## src/rtl/sipo_pkg.sv

```systemverilog
// Constants shared between the serializer and deserializer sides of the link.
package sipo_pkg;

  localparam int DESER_WIDTH_DEF = 4;
  localparam bit MSB_FIRST       = 1'b1;

  // Bit-counter width for a word of w bits (ceil(log2(w))).
  function automatic int cnt_w_of(input int w);
    int n;
    n = 0;
    while ((32'sd1 <<< n) < w) begin
      n = n + 1;
    end
    return n;
  endfunction

endpackage

```

## src/rtl/deser_bit_cnt.sv

```systemverilog
// Modulo-WIDTH bit counter with enable, synchronous clear and terminal-count flag.
module deser_bit_cnt #(
  parameter int WIDTH = 4,
  parameter int CNT_W = 2
) (
  input  logic clk,
  input  logic rst,
  input  logic clr_i,
  input  logic en_i,
  output logic tc_o
);

  logic [CNT_W-1:0] cnt_q;
  logic [CNT_W-1:0] cnt_d;

  assign tc_o = (cnt_q == CNT_W'(WIDTH - 1));

  // Next count: clear wins, then wrap at terminal count.
  always_comb begin
    cnt_d = cnt_q;
    if (clr_i) begin
      cnt_d = '0;
    end else if (en_i) begin
      if (tc_o) begin
        cnt_d = '0;
      end else begin
        cnt_d = cnt_q + CNT_W'(1);
      end
    end else begin
      cnt_d = cnt_q;
    end
  end

  // Count state.
  always_ff @(posedge clk or negedge rst) begin
    if (!rst) begin
      cnt_q <= '0;
    end else begin
      cnt_q <= cnt_d;
    end
  end

endmodule

```

## src/rtl/sipo_deser.sv

```systemverilog
// Serial-to-parallel deserializer with a one-entry valid/ready output register
// and a sticky overrun flag for words completed while the holding slot is full.
module sipo_deser
  import sipo_pkg::*;
#(
  parameter  int WIDTH = DESER_WIDTH_DEF,
  localparam int CNT_W = cnt_w_of(WIDTH)
) (
  input  logic             clk,
  input  logic             rst,
  input  logic             clr,
  input  logic             sin,
  input  logic             sin_valid,
  output logic [WIDTH-1:0] dout,
  output logic             dout_valid,
  input  logic             dout_ready,
  output logic             overrun,
  output logic             busy
);

  logic [WIDTH-1:0] sr_q, sr_d;
  logic [WIDTH-1:0] dout_q, dout_d;
  logic             dout_valid_q, dout_valid_d;
  logic             overrun_q, overrun_d;
  logic             busy_q, busy_d;
  logic [WIDTH-1:0] shift_s;
  logic             tc_s;
  logic             complete_s;

  deser_bit_cnt #(
    .WIDTH (WIDTH),
    .CNT_W (CNT_W)
  ) u_bit_cnt (
    .clk   (clk),
    .rst   (rst),
    .clr_i (clr),
    .en_i  (sin_valid),
    .tc_o  (tc_s)
  );

  assign shift_s    = MSB_FIRST ? {sr_q[WIDTH-2:0], sin} : {sin, sr_q[WIDTH-1:1]};
  assign complete_s = sin_valid && !clr && tc_s;

  // Next state for shifter, holding register, overrun and busy.
  always_comb begin
    sr_d         = sr_q;
    dout_d       = dout_q;
    dout_valid_d = dout_valid_q;
    overrun_d    = overrun_q;
    busy_d       = busy_q;
    if (clr) begin
      sr_d   = '0;
      busy_d = 1'b0;
    end else if (sin_valid) begin
      sr_d   = shift_s;
      busy_d = !tc_s;
    end else begin
      sr_d   = sr_q;
      busy_d = busy_q;
    end
    // A completion may reuse the slot only if it is empty or draining now.
    if (complete_s) begin
      if (!dout_valid_q || dout_ready) begin
        dout_d       = shift_s;
        dout_valid_d = 1'b1;
      end else begin
        overrun_d = 1'b1;
      end
    end else if (dout_valid_q && dout_ready) begin
      dout_valid_d = 1'b0;
    end else begin
      dout_valid_d = dout_valid_q;
    end
    if (clr) begin
      overrun_d = 1'b0;
    end else begin
      overrun_d = overrun_d;
    end
  end

  // State registers; every output is driven straight from one of these.
  always_ff @(posedge clk or negedge rst) begin
    if (!rst) begin
      sr_q         <= '0;
      dout_q       <= '0;
      dout_valid_q <= 1'b0;
      overrun_q    <= 1'b0;
      busy_q       <= 1'b0;
    end else begin
      sr_q         <= sr_d;
      dout_q       <= dout_d;
      dout_valid_q <= dout_valid_d;
      overrun_q    <= overrun_d;
      busy_q       <= busy_d;
    end
  end

  assign dout       = dout_q;
  assign dout_valid = dout_valid_q;
  assign overrun    = overrun_q;
  assign busy       = busy_q;

endmodule

```

## config.mk

```make
export PLATFORM = sky130hd
export DESIGN_NAME = sipo_deser
export DESIGN_NICKNAME = d
export VERILOG_FILES = /design/src/rtl/sipo_pkg.sv /design/src/rtl/deser_bit_cnt.sv /design/src/rtl/sipo_deser.sv
export SDC_FILE = /design/constraint.sdc
export NUM_CORES = 1
export LEC_CHECK = 0
export ABC_AREA = 0
export CAP_MARGIN = 5
export CORE_AREA = 2 2 39 41
export CTS_CLUSTER_DIAMETER = 80
export DETAILED_ROUTE_END_ITERATION = 8
export DIE_AREA = 0 0 41 43
export PLACE_DENSITY = 0.67
export SLEW_MARGIN = 20
export SYNTH_ARGS = -nofsm -noshare
export SYNTH_HDL_FRONTEND = slang
export SYNTH_HIERARCHICAL = 1
export SYNTH_SLANG_ARGS = --single-unit
```

## constraint.sdc

```tcl
create_clock -name clk -period 3.54 [get_ports clk]
set_input_delay 0.354 -clock clk [delete_from_list [all_inputs] [get_ports clk]]
set_output_delay 0.354 -clock clk [all_outputs]
set_load 0.1 [all_outputs]
```

; ---- Word-level counts from Yosys, hierarchy flattened
; Index checks and enable logic that the tools add are counted.
[word_totals]
memories = 0
ram_bits = 0
latch_bits = 0
elab_cells = 36
register_bits = 12
romBits = 0
in_bits = 6
[op_classes]
shifts = 0
n_mul = 0
magnitude_cmp = 0
eq_ne = 3
div = 0
n_bitwise = 0
reduce_logical = 13
n_addsub = 1
muxes = 13
[ops]
columns = operator, n
row1 = 1-bit two-way mux, 8
row2 = 2-bit two-way mux, 3
row3 = 3-bit two-way mux, 2
row4 = 2-bit AND reduction, 3
row5 = 2-bit nonzero test, 3
row6 = 1-bit logical AND, 3
row7 = 1-bit logical NOT, 3
row8 = "2-bit by 1-bit adder with 2-bit output, second input constant", 1
row9 = "2-bit == test, second input constant", 1
row10 = "2-bit by 1-bit inequality test with 1-bit output, second input constant", 1
row11 = "2-bit inequality test, second input constant", 1
row12 = 1-bit logical OR, 1

; ---- Longest topological paths before layout
; Gate-level depths: netlist (run 1).
[depth]
ltp_word = 5
mapped_depth = 4

; ---- By module
; The synthesis (run 1) kept the hierarchy.
[by_module_without_submodules]
columns = mod, cells_each, seq_area_each_um2, instances, area_per_inst_um2
row1 = sipo_deser, 30, 250.2, 1, 406.6
row2 = deser_bit_cnt, 8, 50.0, 1, 100.1

; ---- Worst setup path before layout (run 1)
; No wires, ideal clock.
[synth_path]
path_type = register -> register
start = reg dout_valid_q, in the netlist dout_valid
end = reg dout_q[0], in the netlist dout[0]
slack_ns = 1.754
stages_incl_launch_ff = 4
arrival_time_ns = 1.661
synth_period_minus_slack_ns = 1.786
required_ns = 3.415
cell_sequence = dfrtp_1 -> and2b_1 -> nor3_4 -> mux2_2
[synth_via]
elab_chain_len = 3
[synth_lines]
columns = element, line
row1 = "start, declared", sipo_deser.sv:23  ; logic dout_valid_q, dout_valid_d;
row2 = "start signal, assigned", sipo_deser.sv:92  ; dout_valid_q <= dout_valid_d;
row3 = 1-bit logical NOT, sipo_deser.sv:63  ; if (!dout_valid_q || dout_ready) begin
row4 = 1-bit logical OR, sipo_deser.sv:63
row5 = 2-bit AND reduction (no source line), -
row6 = "end signal, assigned", sipo_deser.sv:91  ; dout_q <= dout_d;
row7 = "end, declared", sipo_deser.sv:22  ; logic [WIDTH-1:0] dout_q, dout_d;
; No other way between the ends.
; A chain may end at the register's enable or synchronous reset.

; ---- Worst setup path after layout (run 1)
[layout_path]
start = reg busy_q, in the netlist busy
end = out busy
[layout_rtl]
columns = element, line
row1 = "start, declared", sipo_deser.sv:25  ; logic busy_q, busy_d;
row2 = "start signal, assigned", sipo_deser.sv:94  ; busy_q <= busy_d;
row3 = "end, declared", sipo_deser.sv:18  ; output logic busy
; No word-level cell between the ends.

==> results.toml, run 1 <==
[timing]
fin_skew_ns = 0.00222
slew_viol_final = 0
relSlewSlack_pct = 35.6
rsz0062_at_grt = "false"
setup_slack_ns = 1.44
timing.final.crit_share_pct = 59.4
max_freq_ghz = 0.475
min_period_ns = 2.10
worst_slew_pin_slew_ns = 0.962
setup_viol = 0
setup_tns_ns = 0
hold_viol_final = 0

[logic_synthesis]
synthArstFlopShare_pct = 100
syn-num-nets = 45
synth_edf_count = 0
yosysSeqAreaShare_pct = 59.3
synth_top_cell_by_area = "dfrtp_1"
ys_seq_elements = 12
ys_warn_count = 6
syn_avg_cell_area_sq_um = 13.3
synth_commonest_cells = "dfrtp_1, nor2_1, mux2i_1"
syn_inst = 38
synth_ff_type = "dfrtp_1"
synthTopCellsByArea = "dfrtp_1, mux2i_1, mux2_2"
synth_most_common_cell = "dfrtp_1"
yosysTopAreaCellShare_pct = 59.3
yosysUniqueCellTypes = 15
syn-cell-area_sq_um = 507

[layout]
num-fill-cells = 134
syn_to_final_growth_pct = 33.3
final_nets = 61
ff_latch_area_sq_um = 300
drive_gt1_share_pct = 18.9
diodes = 0
multi_input_area_sq_um = 195

[place]
pre_cts_ws_ns = 1.59
place_congestion = 0.660
dp_hpwl_microns = 589
io_buffers = 12

[global_routing]
use_met2_pct = 16.6
grt_max_degree = 13
overflow = 0
met3_usage_pct = 4.71
globalRouteMet1Util_pct = 13.7
top_usage_layer = "met2"
antenna_found_initial = 0
grt_pass1_wl_microns = 1320
grt_usage_pct = 11.3
grt_pass1_vias = 317

[drt]
post_drt_via_cell_ratio = 4.78
wl_per_cell_microns = 11.0
route.detailed.drc = 0
drtPass1Iterations = 4
vias = 330
wl_microns = 757
drtIter0Drc = 6
ant_nets = 0

[worst_setup_path]
slowest_delay_ns = 1.13
critical_path_arrival_ns = 1.75
startpoint_type = "flip-flop"
cp_slowest_cell = "clkdlybuf4s50_1"
r2r_slack_ns = 2.11
r2r_end = "dout[1]"
worstSetupEndpointType = "output port"
path_class = "flip-flop to output port"
r2r_start = "u_bit_cnt/cnt_q[0]"
cp_num_cells = 1
rr_worst_depth = 4
crit_buf_inv = 1
cp.required_ns = 3.19
cp_top_family = "buffers and inverters"
cp_max_fo = 2
crit_chain = "clkdlybuf4s50_1"

[die]
ioPinCount = 13
rows = 14
die_x_microns = 41
die_y_microns = 43
dieArea_sq_mm = 0.00176
start_util_pct = 36.6
core-area_sq_mm = 0.00138

[clock_network]
worst_skew_pair.late_latency_ns = 0.27
clk_pin_slew_ns = 0.08
ctsHoldBuffers = 0
cts_max_path_buffers = 2
cts_tree = "yes"
ctsResizeCount = 0
cts_root_buf = "clkbuf_4"
cts-buffers-inserted = 3
clkSinkCount = 12
ctsHtreeMaxLevel = 1
cts_setup_buffers = 0

[power_and_ir_drop]
cellLeakagePower_uw = 0.000318
ir_worst_vdd_uv = 245
power.density_mw_per_mm2 = 465

[job]
maxCapViolations = 0

[hold_path]
hp-class = "input port to async pin"

[run_status]
outcome = "completed"
logic make-up (layout without fill, tap and decap cells):
kind of cell / Yosys count / count (layout) / share of synthesized area [%]
flops: 12 / 12 / 59.3
simple gates: 11 / 11 / 12.8
mux: 9 / 9 / 18.8
compound gates: 3 / 3 / 4.45
buf+inv: 2 / 17 / 2.22
fa+ha+maj: 1 / 1 / 2.47
metrics by stage:
step	instance area [sq um]	util [%]	total power [uW]	hold WS (ns)	std cells
finish	676	48.8	314	0.424	69
global placement	639	46.2	210	0.478	65
CTS	676	48.8	318	0.439	69
detailed placement	639	46.2	210	0.487	65
floorplan	507	-	191	0.0584	38
global route	676	48.8	330	0.455	69
state kept, by name, indices dropped and copies added, names as in the netlist:
signal           cells
u_bit_cnt/cnt_q      2
dout_valid           1
overrun              1
dout                 4
sr_q                 3
busy                 1
layout by cell type, fill, tap and decap left out, types with 3 or more instances in the layout:
cell type | netlist | routed
clkdlybuf4s50_1 | 0 | 12
mux2i_1 | 5 | 5
mux2_2 | 4 | 4
dfrtp_1 | 12 | 12
nor2_1 | 6 | 6
clkbuf_4 | 0 | 3
worst max path at each step:
stage / start / slack (ns) / to
3_3_place_gp: sin_valid / 1.62 / dout[1]
4_1_cts: busy / 1.42 / busy
6_report: busy / 1.44 / busy
2_1_floorplan: dout_valid / 1.75 / dout[0]
5_1_grt: dout[0] / 1.37 / dout[0]
3_5_place_dp: sin_valid / 1.59 / dout[1]
final cells by class:
cell class / instances / share of cell area, %
inverter: 1 / 0.556
multi-input combinational: 24 / 28.9
clock buffer: 4 / 5.37
sequential: 12 / 44.4
tap: 16 / 2.96
timing repair buffer: 12 / 17.8
power by group:
group	internal (uW)	switching, uW	leakage (uW)	total, uW
logic	18.6	41.1	0.000133	59.6
registers	144	3.81	0.000163	147
clock network	62.4	44.7	0.0000210	107
total	225	89.6	0.000318	314
per-layer routing:
metal	wire, microns	up-vias	share of wire (%)
li1	-	162	-
met1	352	161	46
met2	377	7	50
met3	26	0	3.4
met4	0	0	0
met5	0	-	0
Power figures use the tool's default switching activity.
==> run 2, diff against run 1 <==
--- a/config.mk
+++ b/config.mk
@@ -11,7 +11,7 @@
 export CTS_CLUSTER_DIAMETER = 80
 export DETAILED_ROUTE_END_ITERATION = 8
 export DIE_AREA = 0 0 41 43
-export PLACE_DENSITY = 0.67
+export PLACE_DENSITY = 0.69
 export SLEW_MARGIN = 20
 export SYNTH_ARGS = -nofsm -noshare
 export SYNTH_HDL_FRONTEND = slang
==> constraint.sdc (replaced) <==
create_clock -name clk -period 1.9 [get_ports clk]
set_input_delay 0.19 -clock clk [delete_from_list [all_inputs] [get_ports clk]]
set_output_delay 0.19 -clock clk [all_outputs]
set_load 0.1 [all_outputs]
==> results.toml, run 2 (synthesis results as in run 1) <==
[timing]
fin_skew_ns = 0.00520
setup_viol = 0
min_period_ns = 1.42
worst_slew_pin_slew_ns = 0.519
rsz0062_at_grt = "false"
relSlewSlack_pct = 65.3
slew_viol_final = 0
setup_tns_ns = 0
timing.final.crit_share_pct = 74.6
holdWs_ns = 0.265
max_freq_ghz = 0.706
hold_viol_final = 0

[place]
placement.cell_area_sq_um = 637
io_buffers = 12
place_congestion = 0.702
dp_hpwl_microns = 653

[worst_setup_path]
cp.required_ns = 2.05
cp_slowest_cell = "dfrtp_1"
r2r_start = "u_bit_cnt/cnt_q[0]"
worstSetupEndpointType = "flip-flop"
crit_buf_inv = 0
slowest_delay_ns = 0.38
critical_path_arrival_ns = 1.57
startpoint_type = "flip-flop"
rr_worst_depth = 4
cp_max_fo = 4
r2r_slack_ns = 0.48
crit_chain = "ha_1 > nand2_1 > nor3_4 > mux2_2"
r2r_end = "dout[1]"
path_class = "flip-flop to flip-flop"
cp_top_family = "flip-flops"

[global_routing]
grt_usage_pct = 13.2
antenna_found_initial = 0
overflow = 0
grt_pass1_wl_microns = 1500
top_usage_layer = "met2"
globalRouteMet1Util_pct = 16.8
use_met2_pct = 17.5
met3_usage_pct = 4.71
grt_pass1_vias = 355
grt_max_degree = 13

[run_status]
outcome = "completed"

[drt]
drtIter0Drc = 3
vias = 324
ant_nets = 0
wl_per_cell_microns = 12.4
drtPass1Iterations = 2
post_drt_via_cell_ratio = 4.63
wl_microns = 867
route.detailed.drc = 0

[clock_network]
ctsHtreeMaxLevel = 1
worst_skew_pair.late_latency_ns = 0.26
ctsHoldBuffers = 0
ctsResizeCount = 0
cts_root_buf = "clkbuf_4"
cts_max_path_buffers = 2
clkSinkCount = 12
cts_tree = "yes"
cts_setup_buffers = 0
clk_pin_slew_ns = 0.07
cts-buffers-inserted = 3

[power_and_ir_drop]
power.density_mw_per_mm2 = 813
ir_worst_vdd_uv = 281
cellLeakagePower_uw = 0.000333

[layout]
diodes = 0
fin_area_sq_um = 659
syn_to_final_growth_pct = 30.1
mostFrequentLayoutCells = "dfrtp_1, buf_4, nor2_1, mux2i_1, clkdlybuf4s50_1"
layout_commonest_cell = "dfrtp_1"
final_nets = 63
largest_reg_flops = 4
drive_gt1_share_pct = 33.3
num-fill-cells = 137

[hold_path]
hp-class = "input port to async pin"

[die]
rows = 14
start_util_pct = 36.6
ioPinCount = 13
die_y_microns = 43
core-area_sq_mm = 0.00138
dieArea_sq_mm = 0.00176
die_x_microns = 41

[job]
maxCapViolations = 0
run 2: area by class of cell:
| cell class | count | area, sq um | share of cell area, % |
|---|---|---|---|
| Sequential cell | 12 | 300 | 45.5 |
| Timing Repair Buffer | 14 | 118 | 17.8 |
| Inverter | 1 | 3.75 | 0.569 |
| Multi-Input combinational cell | 24 | 195 | 29.6 |
| Tap cell | 16 | 20.0 | 3.04 |
| Clock buffer | 3 | 22.5 | 3.42 |
run 2: where the power goes:
group          total [uW]  switching [uW]  leakage [uW]  internal [uW]
sequential            275            7.27      0.000163            268
clock                 149            75.6     0.0000138           73.1
combinational         112            77.7      0.000156           34.7
total                 536             161      0.000333            376
run 2: layer usage:
metal / up-vias / share of wire, %
met5: - / 0
met4: 0 / 0
met3: 0 / 3.3
met2: 7 / 50
met1: 154 / 46
li1: 163 / -
run 2: worst register-to-register path, delay by kind of cell, from the launching register on:
family        cells  cell delay (ns)
flops             1             0.38
mux               1             0.36
simple gates      2             0.33
fa+ha+maj         1             0.23
run 2: through the flow:
| step | setup slack [ns] | instances | total power [uW] | utilization, % |
|---|---|---|---|---|
| after floorplan | 0.114 | 38 | 355 | - |
| after global placement | 0.311 | 67 | 393 | 46.0 |
| after detailed placement | 0.282 | 67 | 394 | 46.0 |
| after CTS | 0.464 | 70 | 546 | 47.6 |
| after global routing | 0.369 | 70 | 566 | 47.6 |
| final | 0.483 | 70 | 536 | 47.6 |
run 2: worst max path at each step:
stage / end / startpoint / depth (start not counted)
6_report: dout[1] / u_bit_cnt/cnt_q[0] / 4
5_1_grt: dout[1] / u_bit_cnt/cnt_q[0] / 4
4_1_cts: dout[1] / u_bit_cnt/cnt_q[0] / 4
3_5_place_dp: dout[1] / dout_ready / 4
3_3_place_gp: dout[1] / dout_ready / 4
2_1_floorplan: dout[0] / dout_valid / 3
==> run 3, diff against run 2 <==
==> constraint.sdc (replaced) <==
create_clock -name clk -period 1.15 [get_ports clk]
set_input_delay 0.115 -clock clk [delete_from_list [all_inputs] [get_ports clk]]
set_output_delay 0.115 -clock clk [all_outputs]
set_load 0.1 [all_outputs]
==> results.toml, run 3 (synthesis results as in run 1) <==
[layout]
num-fill-cells = 106
multi_input_area_sq_um = 203
diodes = 0
largest_reg_flops = 4
syn_to_final_growth_pct = 61.0
fin_area_sq_um = 816
final_nets = 70
mostFrequentLayoutCells = "dfrtp_1, buf_4, buf_12, nor2_1"
drive_gt1_share_pct = 49.2
layout_commonest_cell = "dfrtp_1"
ff_latch_area_sq_um = 305

[global_routing]
grt_pass1_wl_microns = 1510
grt_pass1_vias = 356
antenna_found_initial = 0
grt_max_degree = 13
grt_usage_pct = 13.7
overflow = 0

[clock_network]
ctsHtreeMaxLevel = 1
ctsHoldBuffers = 0
clk_pin_slew_ns = 0.07
cts_tree = "yes"
cts_root_buf = "clkbuf_4"
clkSinkCount = 12
worst_skew_pair.late_latency_ns = 0.27
cts-buffers-inserted = 3
cts_max_path_buffers = 2

[place]
io_buffers = 12
pre_cts_ws_ns = -0.359
place_congestion = 0.754
placement.cell_area_sq_um = 769
dp_hpwl_microns = 696

[timing]
worst_slew_pin_slew_ns = 0.219
fin_skew_ns = 0.00141
setup_viol = 5
min_period_ns = 1.34
setup_slack_ns = -0.190
timing.final.crit_share_pct = 116
rsz0062_at_grt = "true"
max_freq_ghz = 0.746
relSlewSlack_pct = 85.4
hold_viol_final = 0
slew_viol_final = 0

[drt]
vias = 349
drtIter0Drc = 3
wl_microns = 925
route.detailed.drc = 0
drtPass1Iterations = 3
ant_nets = 0
wl_per_cell_microns = 12.0
post_drt_via_cell_ratio = 4.53

[worst_setup_path]
r2r_slack_ns = -0.19
cp_num_cells = 4
cp.required_ns = 1.30
worstSetupEndpointType = "flip-flop"
critical_path_arrival_ns = 1.49
slowest_delay_ns = 0.36
crit_chain = "ha_2 > nand2_2 > nor3_4 > mux2_2"
endpoint = "dout[1]"
r2r_start = "u_bit_cnt/cnt_q[0]"
cp_max_fo = 4
cp_slowest_cell = "dfrtp_1"
r2r_end = "dout[1]"
startpoint_type = "flip-flop"
cp_top_family = "flip-flops"
rr_worst_depth = 4
crit_buf_inv = 0
path_class = "flip-flop to flip-flop"
startpoint = "u_bit_cnt/cnt_q[0]"

[job]
maxCapViolations = 0

[die]
die_x_microns = 41
core-area_sq_mm = 0.00138
rows = 14
dieArea_sq_mm = 0.00176
ioPinCount = 13
die_y_microns = 43
start_util_pct = 36.6

[power_and_ir_drop]
ir_worst_vdd_uv = 601
power.density_mw_per_mm2 = 1160
cellLeakagePower_uw = 0.000387

[run_status]
outcome = "complete, but fails checks"
failed_checks = "setup timing"

[hold_path]
hp-class = "input port to async pin"
## run 3: changes by cell type in the layout (fill, tap and decap cells not counted), sizes merged
cell  before  now
buf        9   16
## run 3: how the worst min path moves through the flow
stage | startpoint | endpoint | slack (ns)
final | rst | dout[3] | 0.14
after global routing | rst | overrun | 0.14
after CTS | rst | sr_q[2] | 0.13
after detailed placement | rst | dout[3] | 0.43
after global placement | rst | dout_valid | 0.43
after floorplan | rst | busy | -0.18
## run 3: through the flow
| stage | power [uW] | hold WS, ns | TNS (ns) | instances | utilization [%] |
|---|---|---|---|---|---|
| 6_report | 945 | 0.138 | -0.859 | 77 | 59.0 |
| 5_1_grt | 992 | 0.143 | -1.18 | 77 | 59.0 |
| 4_1_cts | 954 | 0.133 | -0.954 | 76 | 58.2 |
| 3_5_place_dp | 695 | 0.427 | -1.72 | 72 | 55.6 |
| 3_3_place_gp | 693 | 0.431 | -1.70 | 72 | 55.6 |
| 2_1_floorplan | 589 | -0.181 | -1.63 | 38 | - |
## run 3: area by class of cell
| type | count | area share, % |
|---|---|---|
| clock buffers | 3 | 2.76 |
| inverters | 1 | 0.460 |
| multi-input cells | 24 | 24.8 |
| flip-flops and latches | 12 | 37.4 |
| well taps | 16 | 2.45 |
| repair buffers | 21 | 32.1 |
## run 3: per-layer routing
layer / up-vias / wire, microns / global-route usage (%)
met5: - / 0 / 0
met4: 0 / 14 / 14.0
met3: 2 / 31 / 2.09
met2: 7 / 456 / 18.8
met1: 164 / 422 / 16.9
li1: 176 / - / -
## run 3: report_power, final
group / internal [uW] / switching, uW
Sequential: 443 / 19.1
Clock: 121 / 127
Combinational: 102 / 133
## run 3: timing repair
action,in CTS,in global routing
setup endpoints to repair,6,7
pin swaps,2,0
setup buffers,1,1
gates resized for setup,2,1
==> variant 1, RTL diff (config.mk and constraints of run 2) <==
Take the reset off `dout_q` and load it in a clocked block of its own.
--- a/src/rtl/sipo_deser.sv
+++ b/src/rtl/sipo_deser.sv
@@ -83,5 +83,4 @@
     if (!rst) begin
       sr_q         <= '0;
-      dout_q       <= '0;
       dout_valid_q <= 1'b0;
       overrun_q    <= 1'b0;
@@ -89,9 +88,12 @@
     end else begin
       sr_q         <= sr_d;
-      dout_q       <= dout_d;
       dout_valid_q <= dout_valid_d;
       overrun_q    <= overrun_d;
       busy_q       <= busy_d;
     end
+  end
+
+  always_ff @(posedge clk) begin
+    dout_q <= dout_d;
   end
 
Formal check against the unedited RTL: differs if rst is asserted again (counterexample within 10 cycles, from zero or initial values and one cycle with rst low); with rst held inactive, the same outputs for 10 cycles.
==> variant 1 against run 2 <==
Clock power rose by 8%. Sequential share of layout area rose by 4.2 points. Total power fell by 6.5%. Final area fell by 2.3%. Worst setup slack got worse by 0.039 ns. Global-route usage fell by 1.1 points. Sequential power rose by 1%. Highest routed layer is now met4. Die area did not move. Count of clock-buffer cells in the layout rose by 1. Routed wire length fell by 9.1%. Critical path depth fell by 1. Via count fell by 5.6%. Synthesized area fell by 3.0%. Sequential cell count did not move.
==> variant 1: results <==
{
  "skew_ns": 0.00286,
  "hpwl_um": 585,
  "grt_max_degree": 10,
  "preCtsSetupSlack_ns": 0.344,
  "syn_area_per_cell_um2": 14.0,
  "clkTransAtPathRegs_ns": 0.07,
  "tightest_slew_ns": 0.534,
  "grt_pass1_wl_um": 1340,
  "drt_iter0_markers": 5,
  "root_buffer": "clkbuf_4",
  "gp_congestion": 0.673,
  "cts_setup_buffers": 0,
  "irDropWorstVdd_uv": 369,
  "synthMuxAreaShare_pct": 8.14,
  "intPower_w": 0.000381,
  "viasPerCell": 4.50,
  "synthArstFlopShare_pct": 66.7,
  "clockBufferDepth": 2,
  "yosysSeqAreaShare_pct": 65.1,
  "dr.pass1.iters": 3,
  "drive_gt1_share_pct": 28.8,
  "crit_family": "simple AND/OR/NAND/NOR gates",
  "grt_usage_pct": 12.2,
  "synth_xor_area_share_pct": 0,
  "synth-warning-count": 6,
  "synth_adder_area_share_pct": 2.54,
  "ys_top_cells_by_area": "dfrtp_1 41%, edfxtp_1 24%, mux2i_1 8.1%, a21oi_2 3.6%, nor2_1 3.1%",
  "grt_pass1_vias": 321,
  "critPathMaxStageDelay_ns": 0.42,
  "wl_per_cell_um": 11.6,
  "insertion_delay_ns": 0.27,
  "antenna_found_initial": 0,
  "yosys-top-cells-count": "8 x dfrtp_1, 4 x edfxtp_1, 4 x mux2i_1, 4 x nor2_1",
  "cts_max_level": 1,
  "num_antenna_cells": 0,
  "synth_cell_types": 17,
  "synth_edf_count": 4,
  "synth_top_family_by_area": "simple AND/OR/NAND/NOR gates",
  "synth_compound_area_share_pct": 6.11,
  "hp-class": "input port to async pin",
  "arrival_ns": 1.36,
  "critPathSlowestCell": "nor3_1",
  "dp_cells": 64,
  "nNetsFinal": 60,
  "dpl-instance-area_um2": 618,
  "setup_viol": 0,
  "synthesis.nets": 42,
  "outcome": "finished, final reports clean",
  "portBuffers": 12,
  "routed_wl_um": 788,
  "p_leak_nw": 0.289
}
-- variant 1: per-layer routing --
layer | vias up | global-route usage (%) | part of all wire [%]
met5 | - | 0 | 0
met4 | 0 | 8.00 | 2.4
met3 | 2 | 6.28 | 4.8
met2 | 10 | 18.1 | 48
met1 | 138 | 12.7 | 45
li1 | 156 | - | -
-- variant 1: cell type report --
class	instances	area, µm²
clock buffers	4	26.3
repair buffers	14	118
inverters	1	3.75
multi-input cells	21	156
well taps	16	20.0
flip-flops and latches	12	320
fillers	128	739
-- variant 1: final timing paths --
| path | slack (ns) | end | cells past startpoint | from |
|---|---|---|---|---|
| worst max-delay path | 0.44 | dout[1]$_DFFE_PP_ | 3 | u_bit_cnt/cnt_q[0]$_DFFE_PN0P_ |
| worst min-delay path | 0.20 | dout_valid$_DFFE_PN0P_ | 1 | rst |
| worst max register to register | 0.44 | dout[1]$_DFFE_PP_ | 3 | u_bit_cnt/cnt_q[0]$_DFFE_PN0P_ |
| worst min register to register | 0.45 | dout[3]$_DFFE_PP_ | 0 | sr_q[2]$_DFFE_PN0P_ |
| max in group asynchronous | 1.43 | sr_q[1]$_DFFE_PN0P_ | 1 | rst |
| min in group clk | 0.45 | dout[3]$_DFFE_PP_ | 0 | sr_q[2]$_DFFE_PN0P_ |
-- variant 1: power groups by stage --
| stage | registers [W] | logic (W) | clock network [W] |
|---|---|---|---|
| final | 0.000279 | 0.0000615 | 0.000161 |
| after global placement | 0.000285 | 0.0000616 | 0 |
| after CTS | 0.000280 | 0.0000625 | 0.000166 |
| after detailed placement | 0.000285 | 0.0000623 | 0 |
| after floorplan | 0.000300 | 0.0000211 | 0 |
| after global routing | 0.000281 | 0.0000667 | 0.000179 |
==> variant 2, RTL diff (flow settings as in run 2) <==
Without the edit above. Change the package constant `DESER_WIDTH_DEF` from 4 to 3.
--- a/src/rtl/sipo_pkg.sv
+++ b/src/rtl/sipo_pkg.sv
@@ -2,5 +2,5 @@
 package sipo_pkg;
 
-  localparam int DESER_WIDTH_DEF = 4;
+  localparam int DESER_WIDTH_DEF = 3;
   localparam bit MSB_FIRST       = 1'b1;
 
Ports: changed (resized dout); port bits go from 13 to 12. No check against the original RTL was run, so the function may have changed too.
==> variant 2 against run 2 <==
Sequential share of layout area fell by 4.0 points. Final area fell by 8.5%. Synthesized cell count fell by 11%. Non-clock buffer count fell by 2. Synthesized area fell by 11%. Total power rose by 7.4%. Sequential cell count fell by 2. First-iteration DRC count fell by 33%. Die area did not move. Hold slack got worse by 0.030 ns. Count of clock-buffer cells in the layout rose by 1. Routed wire length fell by 7.8%. Worst setup slack got worse by 0.0010 ns. Critical path type unchanged. Largest cell class unchanged. Highest routed layer is now met4.
==> variant 2: results <==
{
  "portBuffers": 11,
  "synth-warning-count": 6,
  "syn_area_per_cell_um2": 13.3,
  "drive_gt1_share_pct": 34.7,
  "outcome": "finished, final reports clean",
  "preCtsSetupSlack_ns": 0.328,
  "cts_max_level": 1,
  "hp-class": "input port to async pin",
  "dr.pass1.iters": 2,
  "arrival_ns": 1.57,
  "clockBufferDepth": 2,
  "grt_max_degree": 11,
  "drt_iter0_markers": 2,
  "yosys-top-cells-count": "10 x dfrtp_1, 4 x nor2_1, 3 x mux2_4, 3 x mux2i_1",
  "crit_fanout": 4,
  "yosysSeqAreaShare_pct": 55.4,
  "synthArstFlopShare_pct": 100,
  "critPathSlowestCell": "dfrtp_1",
  "synthesis.nets": 40,
  "critPathMaxStageDelay_ns": 0.40,
  "grt_pass1_wl_um": 1290,
  "gp_congestion": 0.635,
  "nNetsFinal": 56,
  "skew_ns": 0.00780,
  "tightest_slew_ns": 0.452,
  "num_antenna_cells": 0,
  "cts_setup_buffers": 0,
  "synth_cell_types": 16,
  "drv_cap": 0,
  "grt_usage_pct": 12.1,
  "largest_register_ffs": 3,
  "ys_top_cells_by_area": "dfrtp_1 55%, mux2_4 10%, mux2i_1 6.6%, nor3_4 3.6%, nor2_1 3.3%",
  "cts_made_buffers": 3,
  "dp_cells": 61,
  "viasPerCell": 4.60,
  "p_leak_nw": 0.287,
  "antenna_found_initial": 0,
  "grt_pass1_vias": 293,
  "clkTransAtPathRegs_ns": 0.07,
  "routed_wl_um": 799,
  "irDropWorstVdd_uv": 469,
  "insertion_delay_ns": 0.27,
  "wl_per_cell_um": 12.3,
  "cts_resized": 0,
  "root_buffer": "clkbuf_4"
}
[variant 2: final cells by class]
cell class                 count  area [µm²]
timing repair buffer          12         103
inverter                       1        3.75
tap                           16        20.0
multi-input combinational     22         190
clock buffer                   4        36.3
sequential                    10         250
fill                         139         781
[variant 2: power breakdown]
group,internal [W],total (W),switching [W],leakage [nW]
clock,0.000116,0.000190,0.0000734,0.0210
sequential,0.000228,0.000238,0.0000102,0.135
combinational,0.0000438,0.000148,0.000105,0.131
total,0.000388,0.000576,0.000188,0.287
[variant 2: routing by layer]
layer  global-route usage, %  up-vias  share of wire (%)
met3                    9.42        2                7.6
met5                       0        -                  0
met2                    16.3        8                 48
met4                    6.00        0                1.3
li1                        -      145                  -
met1                    13.4      144                 43
[variant 2: critical path, delay by kind of cell (launching register included)]
family        cells  cell delay [ns]
simple gates      3             0.59
flops             1             0.40
mux               1             0.33
[variant 2: stage by stage]
step	area (µm²)	total power, W
after floorplan	452	0.000349
after global placement	567	0.000390
after detailed placement	567	0.000392
after CTS	603	0.000588
after global routing	603	0.000615
final	603	0.000576
[variant 2: path summary, 6_finish.rpt]
kind	from	to	slack, ns	depth (start not counted)
worst max-delay path	u_bit_cnt/cnt_q[0]$_DFFE_PN0P_	dout[1]$_DFFE_PN0P_	0.48	4
worst min register to register	sr_q[1]$_DFFE_PN0P_	dout[2]$_DFFE_PN0P_	0.50	1
min in group clk	sr_q[1]$_DFFE_PN0P_	dout[2]$_DFFE_PN0P_	0.50	1
worst min-delay path	rst	dout[0]$_DFFE_PN0P_	0.23	1
max in group asynchronous	rst	u_bit_cnt/cnt_q[1]$_DFFE_PN0P_	1.35	1
worst max register to register	u_bit_cnt/cnt_q[0]$_DFFE_PN0P_	dout[1]$_DFFE_PN0P_	0.48	4
[variant 2: kinds of logic (layout without fill, tap and decap cells)]
| family | count (synthesis) | after routing | share of synthesized area (%) |
|---|---|---|---|
| and+or+nand+nor | 12 | 12 | 20.2 |
| DFF | 10 | 10 | 55.4 |
| muxes | 6 | 6 | 16.6 |
| AOI/OAI and AO/OA | 4 | 4 | 5.26 |
| buffers and inverters | 2 | 17 | 2.49 |
